<file path="src/rtl/add_sub_pipe.sv">
// add_sub_pipe: pipelined signed add / subtract / reverse-subtract unit with a
// saturating or wrapping accumulator in the final stage. Operands are
// sign-extended by one bit, so the plain modes can never overflow. Only the
// accumulator can go out of range, and it sets a sticky ovf flag when it does.
module add_sub_pipe #(
  parameter int WIDTH  = 4,
  parameter int STAGES = 2,
  parameter bit SAT    = 1'b1
) (
  input  logic             CLK,
  input  logic             RST,
  input  logic             in_valid,
  input  logic             S1,
  input  logic             S2,
  input  logic             acc_clr,
  input  logic [WIDTH-1:0] mat_L,
  input  logic [WIDTH-1:0] mat_S,
  output logic             out_valid,
  output logic [WIDTH:0]   dout,
  output logic             ovf
);

  localparam int W1 = WIDTH + 1;
  localparam int W2 = WIDTH + 2;

  localparam logic [1:0] MODE_ADD  = 2'b00;
  localparam logic [1:0] MODE_SUB  = 2'b01;
  localparam logic [1:0] MODE_RSUB = 2'b10;
  localparam logic [1:0] MODE_ACC  = 2'b11;

  // Bound for an out-of-range WIDTH+2 sum. The sign of the wide sum tells
  // which rail was crossed.
  function automatic logic [W1-1:0] clamp(input logic [W2-1:0] sum);
    logic [W1-1:0] bound;
    if (sum[W2-1] == 1'b1) begin
      bound = {1'b1, {WIDTH{1'b0}}};
    end else begin
      bound = {1'b0, {WIDTH{1'b1}}};
    end
    return bound;
  endfunction

  logic [1:0]    mode_in_s;
  logic [W1-1:0] l_ext_s;
  logic [W1-1:0] s_ext_s;
  logic [W1-1:0] term_in_s;
  logic          clr_in_s;

  assign mode_in_s = {S1, S2};
  assign l_ext_s   = {mat_L[WIDTH-1], mat_L};
  assign s_ext_s   = {mat_S[WIDTH-1], mat_S};
  // An acc_clr that arrives without in_valid is ignored.
  assign clr_in_s  = acc_clr & in_valid;

  // Entry arithmetic. The accumulate mode carries L - S as its term.
  always_comb begin
    term_in_s = l_ext_s - s_ext_s;
    case (mode_in_s)
      MODE_ADD:  term_in_s = l_ext_s + s_ext_s;
      MODE_SUB:  term_in_s = l_ext_s - s_ext_s;
      MODE_RSUB: term_in_s = s_ext_s - l_ext_s;
      MODE_ACC:  term_in_s = l_ext_s - s_ext_s;
      default:   term_in_s = l_ext_s - s_ext_s;
    endcase
  end

  // These signals feed the final stage.
  logic [W1-1:0] f_term_s;
  logic [1:0]    f_mode_s;
  logic          f_clr_s;
  logic          f_vld_s;

  if (STAGES == 1) begin : g_direct
    // With a single stage, the final stage takes the entry values directly.
    assign f_term_s = term_in_s;
    assign f_mode_s = mode_in_s;
    assign f_clr_s  = clr_in_s;
    assign f_vld_s  = in_valid;
  end else begin : g_pipe
    logic [W1-1:0] term_r [1:STAGES-1];
    logic [1:0]    mode_r [1:STAGES-1];
    logic          clr_r  [1:STAGES-1];
    logic          vld_r  [1:STAGES-1];

    // Stage 1 captures the entry values. Later stages are pure delay.
    // Reset drops every transaction that is still in flight.
    always_ff @(posedge CLK) begin
      if (RST) begin
        for (int k = 1; k < STAGES; k++) begin
          term_r[k] <= '0;
          mode_r[k] <= 2'b00;
          clr_r[k]  <= 1'b0;
          vld_r[k]  <= 1'b0;
        end
      end else begin
        term_r[1] <= term_in_s;
        mode_r[1] <= mode_in_s;
        clr_r[1]  <= clr_in_s;
        vld_r[1]  <= in_valid;
        for (int k = 2; k < STAGES; k++) begin
          term_r[k] <= term_r[k-1];
          mode_r[k] <= mode_r[k-1];
          clr_r[k]  <= clr_r[k-1];
          vld_r[k]  <= vld_r[k-1];
        end
      end
    end

    assign f_term_s = term_r[STAGES-1];
    assign f_mode_s = mode_r[STAGES-1];
    assign f_clr_s  = clr_r[STAGES-1];
    assign f_vld_s  = vld_r[STAGES-1];
  end

  logic [W1-1:0] acc_r;
  logic [W1-1:0] base_s;
  logic [W2-1:0] sum_s;
  logic          oor_s;
  logic [W1-1:0] acc_res_s;

  // Accumulate datapath. The sum is formed one bit wider than the
  // accumulator, so an out-of-range result shows up as disagreement
  // between the top two bits.
  always_comb begin
    if (f_clr_s) begin
      base_s = '0;
    end else begin
      base_s = acc_r;
    end
    sum_s = {base_s[W1-1], base_s} + {f_term_s[W1-1], f_term_s};
    oor_s = sum_s[W2-1] ^ sum_s[W2-2];
    if (oor_s && (SAT == 1'b1)) begin
      acc_res_s = clamp(sum_s);
    end else begin
      acc_res_s = sum_s[W1-1:0];
    end
  end

  // The final stage owns acc and ovf and drives the registered outputs.
  // On idle cycles, dout, acc and ovf hold their values.
  always_ff @(posedge CLK) begin
    if (RST) begin
      out_valid <= 1'b0;
      dout      <= '0;
      ovf       <= 1'b0;
      acc_r     <= '0;
    end else if (f_vld_s) begin
      out_valid <= 1'b1;
      if (f_mode_s == MODE_ACC) begin
        acc_r <= acc_res_s;
        dout  <= acc_res_s;
        ovf   <= oor_s | (ovf & ~f_clr_s);
      end else begin
        dout <= f_term_s;
        if (f_clr_s) begin
          acc_r <= '0;
          ovf   <= 1'b0;
        end
      end
    end else begin
      out_valid <= 1'b0;
    end
  end

endmodule

</file>
<file path="config.mk">
export PLATFORM = sky130hd
export DESIGN_NAME = add_sub_pipe
export DESIGN_NICKNAME = d
export VERILOG_FILES = /design/src/rtl/add_sub_pipe.sv
export SDC_FILE = /design/constraint.sdc
export NUM_CORES = 1
export LEC_CHECK = 0
export ABC_AREA = 1
export CORE_MARGIN = 3
export CORE_UTILIZATION = 40
export CTS_CLUSTER_DIAMETER = 120
export CTS_CLUSTER_SIZE = 40
export DETAILED_ROUTE_END_ITERATION = 8
export SLEW_MARGIN = 20
export SYNTH_ARGS = -nofsm -noshare
export SYNTH_HDL_FRONTEND = slang
export SYNTH_SLANG_ARGS = --single-unit
export TNS_END_PERCENT = 100
</file>
<file path="constraint.sdc">
create_clock -name CLK -period 2.65 [get_ports CLK]
set_input_delay 0.53 -clock CLK [delete_from_list [all_inputs] [get_ports CLK]]
set_output_delay 0.53 -clock CLK [all_outputs]
set_load 0.05 [all_outputs]
</file>
After elaboration in Yosys (flattened, before gate mapping)
Memories as Yosys holds them, arrays and structs flattened.
Cells that the tools add are included.
{"block": "word_totals", "regBits": 12, "latch_bits": 0, "mem_bits_rw": 9, "mem_bits_ro": 0, "input_bits": 14, "memories": 4}
{"memory": "g_pipe.term_r", "words": 1, "width": 5, "rd": 1, "rd_clocked_by_memory_dff": 0, "wr": 1, "line_no": "80", "source": "logic [W1-1:0] term_r [1:STAGES-1];"}
{"memory": "g_pipe.mode_r", "words": 1, "width": 2, "rd": 1, "rd_clocked_by_memory_dff": 0, "wr": 1, "line_no": "81", "source": "logic [1:0] mode_r [1:STAGES-1];"}
{"memory": "g_pipe.clr_r", "words": 1, "width": 1, "rd": 1, "rd_clocked_by_memory_dff": 0, "wr": 1, "line_no": "82", "source": "logic clr_r [1:STAGES-1];"}
{"memory": "g_pipe.vld_r", "words": 1, "width": 1, "rd": 1, "rd_clocked_by_memory_dff": 0, "wr": 1, "line_no": "83", "source": "logic vld_r [1:STAGES-1];"}
{"block": "classes", "n_addsub": 4, "n_mul": 0, "n_div": 0, "magnitude_cmp": 0, "eq_ne": 4, "shifts": 0, "muxes": 16, "bitwise": 9, "n_reduce_logical": 4}
{"operator": "2-to-1 mux 5 bit", "count": 6}
{"operator": "one-hot mux 5 bit (3 select lines)", "count": 1}
{"operator": "subtractor 4 x 4 -> 5 bit", "count": 2}
{"operator": "2-to-1 mux 1 bit", "count": 8}
{"operator": "adder 5 x 5 -> 6 bit", "count": 1}
{"operator": "equality test 2 bit (second input constant)", "count": 3}
{"operator": "adder 4 x 4 -> 5 bit", "count": 1}
{"operator": "OR 1 bit", "count": 5}
{"operator": "bitwise AND 1 bit", "count": 2}
{"operator": "equality test 2 x 1 -> 1 bit (second input constant)", "count": 1}
{"operator": "zero test 2 bit", "count": 1}
{"operator": "2-to-1 mux 2 bit", "count": 1}
{"operator": "AND reduction 2 bit", "count": 1}
{"operator": "nonzero test 2 bit", "count": 1}
{"operator": "OR reduction 2 bit", "count": 1}
{"operator": "NOT 1 bit", "count": 1}
{"operator": "bitwise XOR 1 bit", "count": 1}

Longest topological paths before layout
Gate-level depths: netlist of run 1.
{"block": "logic_depth", "ltp_word": 5, "depth_mapped": 13, "depth_no_buf": 13}

Worst setup path after synthesis of run 1
OpenSTA, ideal clock, no wires.
{"block": "synth_timing", "path_kind": "in2reg", "start": "input port mat_S[0]", "end": "memory g_pipe.term_r[1][3] in the netlist's numbering", "setup_ps": 132, "arrival_time_ps": 1868, "path_slack_ps": 650, "cell_stages": 11, "n_path_buf": 0, "cell_sequence": "inv_1 > ha_1 > inv_1 > o21ai_0 > inv_1 > ha_1 > nand2_1 > o21ai_0 > a21oi_1 > o21ai_0 > a21oi_1"}
{"block": "synth_via", "elab_chain_len": 3}
{"item": "from (decl)", "line_no": "17", "source": "input logic [WIDTH-1:0] mat_S,"}
{"item": "subtractor 4 x 4 -> 5 bit, or another cell as far along"}
{"item": "one-hot mux 5 bit (3 select lines) *", "line_no": "58", "source": "case (mode_in_s)"}
{"item": "2-to-1 mux 5 bit (no line) *"}
{"item": "to (decl)", "line_no": "80"}
Every way passes the cells marked *; elsewhere a longest branch is shown, timed or not.

Worst setup path in the final report of run 1
Ends and elaborated chain as after synthesis.

==> results.toml, run 1 <==
[status]
status = "completed"

[drt]
ant_nets = 0
drt_iter0_markers = 57
route.vias.total = 1375
wl_per_cell_um = 12.0
dr.pass1.iters = 4
wirelength_um = 3300
vias_per_cell = 5.02
drc = 0

[min_path]
hp-class = "flop to flop"

[sta]
rsz0062_at_grt = "no"
post-route-period-util_pct = 89.2
finalHoldViolCount = 0
timing.fmax_ghz = 0.423
min_period_ns = 2.36
relSlewSlack_pct = 66.9
clock-skew-final_ns = 0.000808
finalSetupViolations = 0
worst_pin_slew_ns = 0.494
timing.final.max_slew_violations = 0
hold_slack_ns = 0.474

[synthesis]
netlist_instances = 208
ys_top_cells_by_area = "dfxtp_1 (29%), ha_1 (12%), a21oi_1 (11%)"
yosysTopAreaCell = "dfxtp_1"
syn_area_per_cell_um2 = 6.97
netlist.area_leader.share_pct = 29.0
synth.distinct_cells = 23
netlist_area_um2 = 1450
yosysWarnings = 0
syn_nets = 239
ys_ff_latch = 21
synth-seq-area-share_pct = 29.0

[finish]
fillCellCount = 358
num_antenna_cells = 0
fin_nets = 260
instances_no_fill = 274
syn2layout_area_growth_pct = 19.1
layout-drive-gt1-share_pct = 6.58

[critical_path]
cpPeakStageDelay_ns = 0.48
crit_path_max_fanout = 3
cp-end-kind = "flop"
crit_type = "input port to flop"
required_ns = 2.84
cp-start-kind = "input port"
critPathBufInv = 4
cp.arrival_ns = 2.55
crit_chain = "clkdlybuf4s50_1 -> inv_1 -> ha_1 -> inv_1 -> o21ai_0 -> inv_1 -> ha_1 -> nand2_1 -> o21ai_0 -> a21oi_1 -> o21ai_0 -> a21oi_1"
cp_top_family = "compound AO/OA/AOI/OAI gates"
critPathSlowestCell = "clkdlybuf4s50_1"

[floorplanning]
die-height_um = 66.2
initial_core_util_pct = 42.4
rows = 21
core_um2 = 3420
die_w_um = 66.2
io_pins = 21
dieArea_um2 = 4380

[grt]
first_global_vias = 1350
grt_max_degree = 14
overflow = 0
antenna_found_initial = 0
grt_pass1_wl_um = 5750
grtUsageTotal_pct = 17.0

[cts]
cts_hold_buf = 0
clk_pin_slew_ns = 0.12
post_cts_resized = 0
cts_tree = "done"
clock_latency_ns = 0.30
cts_setup_buffers = 0
clockBufferDepth = 2
cts_buffers = 3
cts_max_level = 1
clock_sinks = 21
cts_root_buf = "clkbuf_4"

[pwr]
power_per_cell_area_nw_per_um2 = 445
ir_drop_uv = 285
p_leak_nw = 0.835

[placed_design]
dp.cells = 270
place.gp.congestion = 0.817
io_buffers = 20
dp_hpwl_um = 2690

[flow_run]
drv_cap = 0
==> power breakdown <==
part           switching (W)  internal [W]  total (W)  leakage, nW
registers          0.0000171      0.000339   0.000356        0.174
logic               0.000152      0.000106   0.000258        0.644
clock network      0.0000979     0.0000563   0.000154       0.0177
total               0.000267      0.000501   0.000768        0.835
==> tightest hold or removal path, stage by stage, from the launching register on <==
cell,delay (ns)
dfxtp_1,0.33
nand2_1,0.06
a21oi_1,0.06
==> sequential cells by signal (all words and copies together) (netlist names) <==
register and count:
acc_r 5, dout 5, g_pipe.term_r 5, g_pipe.mode_r 2, g_pipe.clr_r 1, g_pipe.vld_r 1, out_valid 1, ovf 1
==> synthesized netlist by cell type <==
| cell | n |
|---|---|
| or2_1 | 1 |
| fa_1 | 3 |
| a21oi_2 | 1 |
| a31oi_1 | 1 |
| nor2_1 | 19 |
| a22oi_1 | 1 |
| nand3b_1 | 2 |
| nand4_1 | 1 |
| inv_1 | 30 |
| nand2_2 | 2 |
| nand3_1 | 11 |
| clkbuf_1 | 5 |
| dfxtp_1 | 21 |
| nand3_4 | 1 |
| a21oi_1 | 32 |
| o21ai_0 | 16 |
| xor2_1 | 2 |
| ha_1 | 14 |
| nand2_1 | 38 |
| nand3_2 | 4 |
| buf_2 | 1 |
| clkinv_1 | 1 |
| or2_2 | 1 |
==> final timing paths <==
| check | start | endpoint | slack (ns) | cells after the start |
|---|---|---|---|---|
| setup / recovery | mat_S[0] | g_pipe.term_r[1][3] | 0.29 | 12 |
| hold / removal | ovf | ovf | 0.47 | 2 |
| setup reg to reg | g_pipe.clr_r[1] | dout[0] | 0.50 | 12 |
| hold reg to reg | ovf | ovf | 0.47 | 2 |
==> cell type report <==
cell class	count	area (um2)	share of cell area, %
clock buffer	3	22.5	1.31
multi-input combinational	150	888	51.5
inverter	31	116	6.74
clock inverter	1	5.00	0.290
timing repair buffer	22	215	12.5
sequential	21	420	24.4
tap	46	57.6	3.34
==> kinds of logic (layout without fill, tap and decap cells) <==
group           count (synthesis)  count (layout)  share of synthesized area [%]
flops                          21              21                           29.0
compound gates                 51              51                           18.1
buf+inv                        37              57                           9.67
fa+ha+maj                      17              17                           16.2
xor+xnor                        2               2                           1.21
simple gates                   80              80                           25.7
==> per-layer routing <==
| layer | global-route usage, % | part of all wire [%] | vias up |
|---|---|---|---|
| li1 | - | - | 714 |
| met1 | 20.0 | 44 | 634 |
| met2 | 30.7 | 51 | 21 |
| met3 | 3.23 | 2.7 | 6 |
| met4 | 5.33 | 1.6 | 0 |
| met5 | 0 | 0 | - |
==> cells in the final DEF (no fill, tap or decap) <==
cell type and count:
clkinv_1 1, a31oi_1 1, nand3_1 11, nand3b_1 2
inv_1 30, or2_1 1, nand4_1 1, nand3_4 1
a22oi_1 1, or2_2 1, fa_1 3, a21oi_2 1
ha_1 14, dfxtp_1 21, nor2_1 19, xor2_1 2
o21ai_0 16, clkdlybuf4s50_1 20, nand2_1 38, buf_4 2
clkbuf_4 3, nand3_2 4, a21oi_1 32, clkinv_2 1
nand2_2 2
==> metrics by stage <==
stage	util [%]	worst slack [ns]	instance area (um2)	TNS (ns)	power, W
after global placement	49.7	0.0530	1700	0	0.000611
final	50.5	0.287	1730	0	0.000768
after CTS	50.5	0.297	1730	0	0.000777
after detailed placement	49.7	-0.0355	1700	-0.0355	0.000620
after floorplan	-	0.650	1450	0	0.000543
after global routing	50.5	0.146	1730	0	0.000831
(Power assumes the default switching activity.)
==> run 2: changes to the inputs <==
- CORE_UTILIZATION: 40 -> 45
- PLACE_DENSITY: unset -> 0.68
==> run 2 against run 1 <==
Compared with the run above:
- flip-flop and latch count stayed put
- via count down 0.44%
- die area decreased by 10%
- power rose by 0.17%
- fmax rose by 0.43%
- largest power group unchanged
- highest routed layer unchanged
==> results.toml, run 2 (synthesized netlist as in run 1, its figures left out) <==
[status]
status = "completed"

[placed_design]
dp_slack_ns = -0.0229
place.gp.congestion = 0.830
io_buffers = 20
dp_hpwl_um = 2690
postPlaceCellArea_um2 = 1690

[pwr]
switching_share_pct = 34.6
p_leak_nw = 0.833
power_per_cell_area_nw_per_um2 = 447
intPower_w = 0.000503
share_seq_of_total_power_pct = 46.3
combPwrFrac_pct = 33.5
ir_drop_uv = 328
clockPowerShare_pct = 20.2
switchingPower_w = 0.000266

[floorplanning]
rows = 19
initial_core_util_pct = 50.0
die-height_um = 62.7
die_w_um = 62.7
core_um2 = 2900
io_pins = 21
dieArea_um2 = 3940

[finish]
num_antenna_cells = 0
syn2layout_area_growth_pct = 18.7
fin_area_um2 = 1720
final_cell_mix = "nand2_1 (38), a21oi_1 (32), inv_1 (30)"
reg_top3 = "acc_r (5), dout (5), g_pipe.term_r (5)"
fin_nets = 260
fillCellCount = 283
layout_commonest_cell = "nand2_1"
multi_input_area_um2 = 888
seq_area_um2 = 420
layout-drive-gt1-share_pct = 6.14

[sta]
timing.final.max_slew_violations = 0
clock-skew-final_ns = 0.00153
finalSetupViolations = 0
finalHoldViolCount = 0
min_period_ns = 2.35
timing.fmax_ghz = 0.425
rsz0062_at_grt = "no"
relSlewSlack_pct = 66.0
worst_pin_slew_ns = 0.508
post-route-period-util_pct = 88.8
worst_slack_ns = 0.297

[critical_path]
cp.arrival_ns = 2.54
crit_path_max_fanout = 3
crit_type = "input port to flop"
required_ns = 2.84
rrSetupSlack_ns = 0.54
cp-start-kind = "input port"
rr_endpoint = "dout[2]"
reg2reg_depth = 12
cp-end-kind = "flop"
rr_startpoint = "g_pipe.clr_r[1]"

[flow_run]
drv_cap = 0

[cts]
clock_sinks = 21
clk_pin_slew_ns = 0.11
cts_root_buf = "clkbuf_4"
cts_hold_buf = 0
cts_max_level = 1
cts_buffers = 3
post_cts_resized = 0
clock_latency_ns = 0.30
clockBufferDepth = 2
cts_setup_buffers = 0
cts_tree = "done"

[grt]
overflow = 0
grt_max_degree = 14
antenna_found_initial = 0
grtUsageTotal_pct = 17.3
first_global_vias = 1321
grt_pass1_wl_um = 5580

[drt]
drt_iter0_markers = 81
dr.pass1.iters = 4
vias_per_cell = 5.07
route.vias.total = 1369
wirelength_um = 3220
wl_per_cell_um = 11.9
ant_nets = 0
drc = 0

[min_path]
min_to = "ovf"
hp-class = "flop to flop"
hp-start = "ovf"
hold_depth = 2
## run 2: cell count changes in the layout (fill, tap and decap cells not counted)
| cell | change |
|---|---|
| clkinv_2 | -1 |
| clkbuf_1 | +1 |
## run 2: per-layer routing
metal / up-vias / part of all wire (%) / routed length, um / track usage [%]
met5: - / 0 / 0 / 0
met4: 0 / 0.43 / 14 / 2.48
met3: 2 / 3.4 / 108 / 3.78
met2: 25 / 51 / 1650 / 32.4
met1: 625 / 45 / 1450 / 20.3
li1: 717 / - / - / -
## run 2: through the flow
| step | power, W | util (%) | hold slack, ns | setup TNS, ns | cells |
|---|---|---|---|---|---|
| floorplan | 0.000543 | - | 0.490 | 0 | 208 |
| global placement | 0.000612 | 58.4 | 0.456 | 0 | 266 |
| detailed placement | 0.000620 | 58.4 | 0.458 | -0.0229 | 266 |
| CTS | 0.000770 | 59.3 | 0.474 | 0 | 270 |
| global route | 0.000826 | 59.3 | 0.497 | 0 | 270 |
| finish | 0.000769 | 59.3 | 0.473 | 0 | 270 |
## run 2: worst max-delay path by stage
stage               startpoint             endpoint
floorplan             mat_S[0]  g_pipe.term_r[1][3]
global placement      mat_S[0]  g_pipe.term_r[1][3]
detailed placement    mat_S[0]  g_pipe.term_r[1][3]
CTS                   mat_S[0]  g_pipe.term_r[1][3]
global route          mat_S[0]  g_pipe.term_r[1][3]
finish                mat_S[0]  g_pipe.term_r[1][3]
## run 2: power groups by stage
stage | Clock [W] | Sequential, W | Combinational (W)
after global placement | 0 | 0.000362 | 0.000250
final | 0.000155 | 0.000356 | 0.000258
after detailed placement | 0 | 0.000363 | 0.000257
after global routing | 0.000172 | 0.000359 | 0.000294
after CTS | 0.000156 | 0.000356 | 0.000258
after floorplan | 0 | 0.000377 | 0.000167
## run 2: layout make-up
type,instances,share of cell area (%)
inverters,31,6.77
multi-input cells,150,51.7
well taps,42,3.06
repair buffers,22,12.5
flip-flops and latches,21,24.5
clock buffers,4,1.53
## run 2: critical path: stages
cell             delay (ns)
clkdlybuf4s50_1        0.48
inv_1                  0.08
ha_1                   0.28
inv_1                  0.03
o21ai_0                0.27
inv_1                  0.08
ha_1                   0.27
nand2_1                0.04
o21ai_0                0.21
a21oi_1                0.09
o21ai_0                0.08
a21oi_1                0.08
